## config.mk

```make
export PLATFORM = sky130hd
export DESIGN_NAME = dosificador_rgb
export DESIGN_NICKNAME = d
export VERILOG_FILES = /design/src/rtl/dosificador_pkg.sv /design/src/rtl/dosificador_rgb_base_tiempo.sv /design/src/rtl/dosificador_rgb.sv
export SDC_FILE = /design/constraint.sdc
export NUM_CORES = 1
export LEC_CHECK = 0
export ABC_AREA = 1
export BUFFER_PORTS_ARGS = -buffer_cell sky130_fd_sc_hd__buf_2
export CORE_MARGIN = 1
export CORE_UTILIZATION = 60
export CTS_CLUSTER_DIAMETER = 40
export DETAILED_ROUTE_END_ITERATION = 16
export PLACE_DENSITY = 0.83
export SLEW_MARGIN = 20
export SYNTH_ARGS = -nofsm -noshare
export SYNTH_HDL_FRONTEND = slang
export SYNTH_SLANG_ARGS = --single-unit
```

## constraint.sdc

```tcl
create_clock -name clk -period 2.55 [get_ports clk]
set_input_delay 0.1275 -clock clk [delete_from_list [all_inputs] [get_ports clk]]
set_output_delay 0.1275 -clock clk [all_outputs]
set_load 0.02 [all_outputs]
```

## src/rtl/dosificador_pkg.sv

```systemverilog
// Shared encodings and helpers for the RGB dose sequencer.
package dosificador_pkg;

  typedef enum logic [2:0] {
    IDLE  = 3'd0,
    RUN_R = 3'd1,
    RUN_G = 3'd2,
    RUN_B = 3'd3,
    GAP   = 3'd4
  } state_t;

  // Bit positions of each colour inside the motor vector.
  localparam int COL_R = 2;
  localparam int COL_G = 1;
  localparam int COL_B = 0;

  // First colour after 'cur' with a nonzero dose, or IDLE if none remain.
  // From IDLE the search starts at R.
  function automatic state_t next_run(state_t cur, logic [4:0] r, logic [4:0] g,
                                      logic [4:0] b);
    state_t n;
    n = IDLE;
    case (cur)
      IDLE: begin
        if (r != '0)      n = RUN_R;
        else if (g != '0) n = RUN_G;
        else if (b != '0) n = RUN_B;
      end
      RUN_R: begin
        if (g != '0)      n = RUN_G;
        else if (b != '0) n = RUN_B;
      end
      RUN_G: begin
        if (b != '0)      n = RUN_B;
      end
      default: n = IDLE;
    endcase
    return n;
  endfunction

  // One-hot motor enable for a run state; all-off otherwise.
  function automatic logic [2:0] motor_of(state_t s);
    logic [2:0] m;
    m = 3'b000;
    case (s)
      RUN_R:   m[COL_R] = 1'b1;
      RUN_G:   m[COL_G] = 1'b1;
      RUN_B:   m[COL_B] = 1'b1;
      default: m = 3'b000;
    endcase
    return m;
  endfunction

endpackage

```

## src/rtl/dosificador_rgb_base_tiempo.sv

```systemverilog
// Dose-unit prescaler: counts 0..UNIT_TICKS-1 while enabled and strobes
// tick on the last count (the wrap).
module base_tiempo #(
  parameter int UNIT_TICKS = 50000
) (
  input  logic clk,
  input  logic rst_n,
  input  logic clr,
  input  logic en,
  output logic tick
);

  localparam int PW = (UNIT_TICKS > 1) ? $clog2(UNIT_TICKS) : 1;
  localparam logic [PW-1:0] LAST = PW'(UNIT_TICKS - 1);

  logic [PW-1:0] cnt;

  assign tick = en && (cnt == LAST);

  // Free count with synchronous clear; wraps back to zero on tick.
  always_ff @(posedge clk or negedge rst_n) begin
    if (!rst_n)      cnt <= '0;
    else if (clr)    cnt <= '0;
    else if (en)     cnt <= (cnt == LAST) ? '0 : cnt + PW'(1);
  end

endmodule

```

## src/rtl/dosificador_rgb.sv

```systemverilog
// RGB dose sequencer: runs R, G, B motors in turn for amount*UNIT_TICKS
// cycles each, with an optional all-off gap between active colours.
module dosificador_rgb
  import dosificador_pkg::*;
#(
  parameter int UNIT_TICKS = 50000,
  parameter int GAP_TICKS  = 1000
) (
  input  logic       clk,
  input  logic       rst_n,
  input  logic       start,
  input  logic       abort,
  input  logic [4:0] ciclos_R,
  input  logic [4:0] ciclos_G,
  input  logic [4:0] ciclos_B,
  output logic [2:0] motor,
  output logic       busy,
  output logic       done,
  output logic       aborted,
  output logic [2:0] fase
);

  localparam int GW = (GAP_TICKS > 1) ? $clog2(GAP_TICKS) : 1;
  localparam logic [GW-1:0] GAP_LAST = GW'((GAP_TICKS > 0) ? GAP_TICKS - 1 : 0);

  state_t        state, col, nxt_run, nxt_start;
  logic [4:0]    amt_r, amt_g, amt_b, cur_amt, units;
  logic [GW-1:0] gap_cnt;
  logic          tick, presc_clr, presc_en, unit_last;

  // Prescaler is only live in a run state. Holding it clear in IDLE/GAP (and
  // on abort) guarantees it starts at zero on every run-state entry; a
  // run-to-run hop happens on the wrap, which also leaves it at zero.
  assign presc_en  = (state == RUN_R) || (state == RUN_G) || (state == RUN_B);
  assign presc_clr = (state == IDLE) || (state == GAP) || abort;

  base_tiempo #(.UNIT_TICKS(UNIT_TICKS)) u_base (
    .clk   (clk),
    .rst_n (rst_n),
    .clr   (presc_clr),
    .en    (presc_en),
    .tick  (tick)
  );

  // Dose of the colour currently running and the colour that follows it.
  always_comb begin
    cur_amt = '0;
    case (state)
      RUN_R:   cur_amt = amt_r;
      RUN_G:   cur_amt = amt_g;
      RUN_B:   cur_amt = amt_b;
      default: cur_amt = '0;
    endcase
    nxt_run   = next_run((state == GAP) ? col : state, amt_r, amt_g, amt_b);
    nxt_start = next_run(IDLE, ciclos_R, ciclos_G, ciclos_B);
  end

  assign unit_last = tick && (units == cur_amt - 5'd1);
  assign fase      = state;

  // Sequencer FSM with unit/gap counters and registered handshake outputs.
  always_ff @(posedge clk or negedge rst_n) begin
    if (!rst_n) begin
      state   <= IDLE;
      col     <= IDLE;
      amt_r   <= '0;
      amt_g   <= '0;
      amt_b   <= '0;
      units   <= '0;
      gap_cnt <= '0;
      motor   <= 3'b000;
      busy    <= 1'b0;
      done    <= 1'b0;
      aborted <= 1'b0;
    end else begin
      done    <= 1'b0;
      aborted <= 1'b0;
      if (state != IDLE && abort) begin
        // Abort beats everything, including a run's final cycle.
        state   <= IDLE;
        units   <= '0;
        gap_cnt <= '0;
        motor   <= 3'b000;
        busy    <= 1'b0;
        aborted <= 1'b1;
      end else begin
        case (state)
          IDLE: begin
            if (start && !abort) begin
              amt_r <= ciclos_R;
              amt_g <= ciclos_G;
              amt_b <= ciclos_B;
              units <= '0;
              if (nxt_start == IDLE) begin
                done <= 1'b1;
              end else begin
                state <= nxt_start;
                motor <= motor_of(nxt_start);
                busy  <= 1'b1;
              end
            end
          end
          RUN_R, RUN_G, RUN_B: begin
            if (unit_last) begin
              units <= '0;
              if (nxt_run == IDLE) begin
                state <= IDLE;
                motor <= 3'b000;
                busy  <= 1'b0;
                done  <= 1'b1;
              end else if (GAP_TICKS == 0) begin
                state <= nxt_run;
                motor <= motor_of(nxt_run);
              end else begin
                state   <= GAP;
                col     <= state;
                gap_cnt <= '0;
                motor   <= 3'b000;
              end
            end else if (tick) begin
              units <= units + 5'd1;
            end
          end
          GAP: begin
            if (gap_cnt == GAP_LAST) begin
              gap_cnt <= '0;
              state   <= nxt_run;
              motor   <= motor_of(nxt_run);
            end else begin
              gap_cnt <= gap_cnt + GW'(1);
            end
          end
          default: begin
            state <= IDLE;
            motor <= 3'b000;
            busy  <= 1'b0;
          end
        endcase
      end
    end
  end

endmodule

```

==> flow_summary.json, run 1 <==
{
  "grt_max_degree": 59,
  "worstMarginPinSlew_ns": 0.807,
  "max_freq_mhz": 391,
  "syn_to_final_growth_pct": 19.7,
  "diodes": 0,
  "postPlaceCellArea_mm2": 0.00374,
  "cts-root-buf": "clkbuf_8",
  "num_rows": 27,
  "cts_buffers": 9,
  "yosys.area.top_type_share": 0.421,
  "synth-seq-area-share": 0.421,
  "synth_area_mm2": 0.00344,
  "drt-initial-drc-count": 310,
  "setup_tns_ns": -0.00670,
  "place_inst": 578,
  "layout-drive-gt1-share": 0.187,
  "p_clk_frac": 0.195,
  "fin_cells": 606,
  "dr.pass1.iters": 5,
  "setup_violations": 1,
  "globalRoute.totalOverflow": 0,
  "clk_pin_slew_ns": 0.07,
  "clkLatencyLatePin_ns": 0.34,
  "htreeDepth": 3,
  "syn_avg_cell_area_um2": 7.28,
  "yosys_warnings": 0,
  "p_sw_frac": 0.445,
  "hold_viol_final": 0,
  "switching_power_mw": 1.84,
  "r2r-start": "fase[2]$_DFFE_PN0P_",
  "rsz0062_at_grt": "true",
  "regToRegEndpoint": "gap_cnt[1]$_DFFE_PN0P_",
  "nNetsFinal": 552,
  "cap_violations": 0,
  "r2r_cells": 17,
  "clock_path_buffers": 2,
  "wirelength_mm": 8.78,
  "failed_checks": "setup timing",
  "dp_hpwl_mm": 5.84,
  "die-area_mm2": 0.00605,
  "pin_count": 28,
  "maxSlewHeadroom": 0.458,
  "final_cell_mix": "nand2_1 (106), nor2_1 (63), inv_1 (60), dfrtp_1 (57), nand3_1 (37)",
  "coreArea_mm2": 0.00551,
  "cts_tree": "done",
  "worstSetupStartpointType": "flop",
  "clock_skew_ns": 0.00912,
  "die_h_um": 77.8,
  "ys_ff_latch": 58,
  "period_minus_slack_ns": 2.56,
  "p_comb_frac": 0.498,
  "ys_types": 35,
  "seqPwrFrac": 0.308,
  "finalWorstSetupSlack_ns": -0.00670,
  "worst-path-max-fanout": 10,
  "grt_pass1_vias": 3304,
  "clkSinkCount": 58,
  "port_buffers": 27,
  "arrival_ns": 2.77,
  "viasPerCell": 5.88,
  "status": "finished, violations left",
  "r2r_slack_ns": -0.007,
  "antenna_found_initial": 0,
  "maxSlewViolCount": 0,
  "grtUsageTotal": 0.297,
  "final_common_cell": "nand2_1",
  "ant_nets": 0,
  "p_total_mw": 4.15,
  "critical_path_class": "flop to flop",
  "post_drt_wl_per_cell_um": 14.5,
  "min_path_type": "primary input to flop",
  "p_per_area_mw_per_mm2": 1010,
  "crit_end": "gap_cnt[1]$_DFFE_PN0P_",
  "peakVddDrop_mv": 0.780,
  "holdWs_ns": 0.0342,
  "endpoint_kind": "flop",
  "grt_pass1_wl_mm": 14.0,
  "syn-num-nets": 496,
  "die_width_um": 77.8,
  "p_int_mw": 2.30,
  "routabilityCongestion": 0.966,
  "netlist_top_cells_area": "dfrtp_1 (42%), nand2_1 (12%), nor2_1 (7.2%)",
  "fin_area_mm2": 0.00412,
  "drc": 0,
  "critical_path_required_ns": 2.77,
  "vias": 3565,
  "power.leakage_nw": 2.03,
  "yosys.area.top_type": "dfrtp_1",
  "fin_crit_sh": 1.00,
  "start_util": 0.626,
  "cp-startpoint": "fase[2]$_DFFE_PN0P_",
  "syn_inst": 473
}
-- kinds of logic (layout without fill, tap and decap cells) --
logic type	after synthesis	in the layout	share of synthesized area
mux	5	5	0.0163
flops	58	58	0.421
fa+ha+maj	4	4	0.0145
compound gates	51	51	0.0835
buf+inv	70	130	0.0821
simple gates	273	274	0.352
xor+xnor	12	12	0.0305
-- synth_stat cells --
master    number
nand2_1      112
nor2_1        66
inv_1         60
dfrtp_1       58
nand3_1       38
nand4_1       24
o21ai_0       19
a21oi_1       17
nor3_1        15
xor2_1        11
clkbuf_1       5
mux2_2         5
nor2_2         5
ha_1           4
o22ai_1        4
nand2_2        3
nand3_2        3
nor3b_1        3
o21ai_1        3
buf_6          2
nor4_1         2
a21o_1         1
a21oi_2        1
a311oi_1       1
a31o_2         1
a31oi_1        1
a31oi_2        1
and2_1         1
buf_2          1
buf_4          1
inv_2          1
o21a_1         1
o31ai_1        1
or2_2          1
xnor2_1        1
-- how the worst min path moves through the flow --
stage,slack (ns),cells past startpoint,to,from
final,0.03,2,amt_g[3]$_DFFE_PN0P_,ciclos_G[3]
after global placement,0.15,2,u_base.cnt[11]$_DFFE_PN0P_,rst_n
after CTS,0.03,2,amt_g[3]$_DFFE_PN0P_,ciclos_G[3]
after floorplan,-0.17,0,aborted$_DFF_PN0_,rst_n
after global routing,0.04,2,amt_g[0]$_DFFE_PN0P_,ciclos_G[0]
after detailed placement,0.16,2,u_base.cnt[11]$_DFFE_PN0P_,rst_n
-- routing by layer --
layer | global-route usage | part of all wire | vias up
li1 | - | - | 1662
met1 | 0.363 | 0.40 | 1678
met2 | 0.498 | 0.49 | 187
met3 | 0.0682 | 0.068 | 38
met4 | 0.130 | 0.038 | 0
met5 | 0 | 0 | -
-- registers in the layout, indices dropped and copies added, names as in the netlist --
| name | flops |
|---|---|
| done | 1 |
| col | 3 |
| motor | 3 |
| amt_b | 5 |
| amt_g | 5 |
| aborted | 1 |
| amt_r | 5 |
| u_base.cnt | 16 |
| busy | 1 |
| gap_cnt | 10 |
| units | 5 |
| fase | 3 |
-- layout make-up --
type	instances	area, µm²
inverter	61	229
multi-input combinational	346	1820
clock buffer	13	139
timing repair buffer	53	349
fill	386	1390
tap	72	90.1
sequential	58	1450
clock inverter	3	40.0
-- what timing repair did --
item                                    CTS  global route
gates resized for setup                   4            25
pin swaps                                 0             9
gates cloned                              0             1
hold endpoints to repair                 58             0
endpoints found under the setup margin   16            26
buffers inserted                          0            10
hold buffers                              1             0
-- worst max-delay path: stages, from the launching register on --
cell	delay, ns
dfrtp_1	0.44
inv_2	0.16
nand3_4	0.11
nor2_4	0.16
nor2_4	0.07
ha_4	0.27
xor2_2	0.15
nand2_1	0.07
nor2_1	0.08
nand2_1	0.07
nor2_1	0.11
nand2_1	0.07
nor2_2	0.14
nand2_2	0.11
nand2_4	0.15
nand2_8	0.09
nand2_1	0.10
o21ai_0	0.09
-- power by group through the flow --
| stage | combinational, mW | sequential, mW | clock (mW) |
|---|---|---|---|
| after CTS | 1.72 | 1.27 | 0.813 |
| after detailed placement | 1.69 | 1.28 | 0 |
| final | 2.06 | 1.28 | 0.807 |
| after floorplan | 1.17 | 1.30 | 0 |
| after global routing | 2.26 | 1.30 | 0.859 |
| after global placement | 1.61 | 1.27 | 0 |
-- per-stage QoR --
stage | worst slack (ns) | utilization
after floorplan | 0.181 | -
after global placement | 0.107 | 0.679
after detailed placement | -0.110 | 0.679
after CTS | 0.0200 | 0.716
after global routing | -0.139 | 0.748
final | -0.00670 | 0.748
(Power assumes the default switching activity.)
==> inputs of run 2 (changes only) <==
- CTS_BUF_LIST: not set -> sky130_fd_sc_hd__clkbuf_16
==> flow_summary.json, run 2 (synthesis gave the netlist of run 1 again) <==
{
  "status": "finished, final reports clean",
  "power.leakage_nw": 2.10,
  "dp_hpwl_mm": 5.84,
  "num_rows": 27,
  "routabilityCongestion": 0.966,
  "worst-path-max-fanout": 7,
  "pin_count": 28,
  "clock_path_buffers": 2,
  "viasPerCell": 5.88,
  "antenna_found_initial": 0,
  "rsz0062_at_grt": "true",
  "setup_tns_ns": 0,
  "place_inst": 578,
  "clkSinkCount": 58,
  "holdWs_ns": 0.0483,
  "largest_reg_flops": 16,
  "largest-register": "u_base.cnt",
  "final_common_cell": "nand2_1",
  "endpoint_kind": "flop",
  "clkLatencyLatePin_ns": 0.33,
  "fin_crit_sh": 0.996,
  "coreArea_mm2": 0.00551,
  "grt_pass1_wl_mm": 14.4,
  "drt-initial-drc-count": 384,
  "post_drt_wl_per_cell_um": 14.9,
  "die-area_mm2": 0.00605,
  "htreeDepth": 3,
  "cts-root-buf": "clkbuf_16",
  "r2r_cells": 17,
  "p_per_area_mw_per_mm2": 1070,
  "wirelength_mm": 9.04,
  "hold_viol_final": 0,
  "critical_path_class": "flop to flop",
  "grtUsageTotal": 0.305,
  "die_width_um": 77.8,
  "grt_max_degree": 59,
  "max_freq_mhz": 394,
  "final_cell_mix": "nand2_1 (104), inv_1 (64), nor2_1 (63), dfrtp_1 (57), nand3_1 (37)",
  "maxSlewHeadroom": 0.272,
  "maxSlewViolCount": 0,
  "p_int_mw": 2.60,
  "worstMarginPinSlew_ns": 1.08,
  "port_buffers": 27,
  "vias": 3569,
  "setup_violations": 0,
  "fin_cells": 607,
  "layout-drive-gt1-share": 0.193,
  "p_total_mw": 4.53,
  "start_util": 0.626,
  "drc": 0,
  "diodes": 0,
  "dr.pass1.iters": 5,
  "nNetsFinal": 553,
  "grt_pass1_vias": 3308,
  "worstSetupStartpointType": "flop",
  "switching_power_mw": 1.93,
  "p_comb_frac": 0.465,
  "cts_buffers": 9,
  "period_minus_slack_ns": 2.54,
  "whs_path_depth": 2,
  "syn_to_final_growth_pct": 23.3,
  "globalRoute.totalOverflow": 0,
  "p_sw_frac": 0.426,
  "clock_skew_ns": 0.00823,
  "cts_tree": "done",
  "largest_registers": "u_base.cnt x16, gap_cnt x10",
  "arrival_ns": 2.75,
  "cap_violations": 0,
  "die_h_um": 77.8,
  "seqPwrFrac": 0.283,
  "critical_path_required_ns": 2.76,
  "p_clk_frac": 0.253,
  "clk_pin_slew_ns": 0.05,
  "peakVddDrop_mv": 0.865,
  "min_path_type": "primary input to flop",
  "ant_nets": 0
}
[run 2: cell types whose count changed in the layout (fill, tap and decap cells not counted), sizes merged]
cell / previous run / this run
inv: 61 / 65
nand2: 116 / 117
clkbuf: 13 / 9
[run 2: area by class of cell]
cell class	count	area, µm²
Clock buffer	9	225
Sequential cell	58	1450
Tap cell	72	90.1
Fill cell	369	1260
Inverter	61	229
Clock inverter	7	55.1
Timing Repair Buffer	53	349
Multi-Input combinational cell	347	1850
[run 2: worst paths after layout]
path	end	from	slack, ns
setup / recovery	motor[0]$_DFFE_PN0P_	fase[2]$_DFFE_PN0P_	0.01
hold / removal	amt_g[3]$_DFFE_PN0P_	ciclos_G[3]	0.05
setup reg to reg	motor[0]$_DFFE_PN0P_	fase[2]$_DFFE_PN0P_	0.01
hold reg to reg	busy$_DFFE_PN0P_	busy$_DFFE_PN0P_	0.47
max in group asynchronous	fase[1]$_DFFE_PN0P_	rst_n	1.95
min in group asynchronous	u_base.cnt[12]$_DFFE_PN0P_	rst_n	0.34
[run 2: layer usage]
layer / track usage / wire length [µm] / vias up
met2: 0.513 / 4500 / 159
met1: 0.379 / 3660 / 1705
li1: - / - / 1667
met4: 0.134 / 364 / 0
met3: 0.0624 / 516 / 38
met5: 0 / 0 / -
[run 2: repair_timing]
item | CTS | global route
pin swaps | 0 | 13
endpoints found under the setup margin | 16 | 26
buffers inserted | 0 | 10
hold endpoints to repair | 58 | 0
hold buffers | 1 | 0
gates cloned | 0 | 2
resized for setup | 4 | 29
[run 2: per-stage QoR]
stage,utilization,setup WS (ns),area (µm²)
3_5_place_dp,0.679,-0.110,3740
5_1_grt,0.771,-0.149,4250
3_3_place_gp,0.679,0.107,3740
6_report,0.771,0.0101,4250
4_1_cts,0.735,0.0156,4050
2_1_floorplan,-,0.181,3440
[run 2: power by group through the flow]
stage	clock (mW)	combinational (mW)	sequential (mW)
finish	1.14	2.10	1.28
CTS	1.14	1.72	1.27
global route	1.19	2.30	1.30
detailed placement	0	1.69	1.28
global placement	0	1.61	1.27
floorplan	0	1.17	1.30
[run 2: critical path, cell delays in order, from the launching register on]
cell and delay, ns:
dfrtp_1 0.43, inv_2 0.15, nand4_1 0.13, nand2_1 0.11, nor2_2 0.06, ha_4 0.27
xor2_2 0.15, nand2_1 0.07, nor2_1 0.08, nand2_1 0.08, nor2_1 0.13, nand2_1 0.07
nor2_2 0.13, nand2_2 0.13, nand2_8 0.14, nand3_4 0.11, nand2_1 0.11, nand2_1 0.06
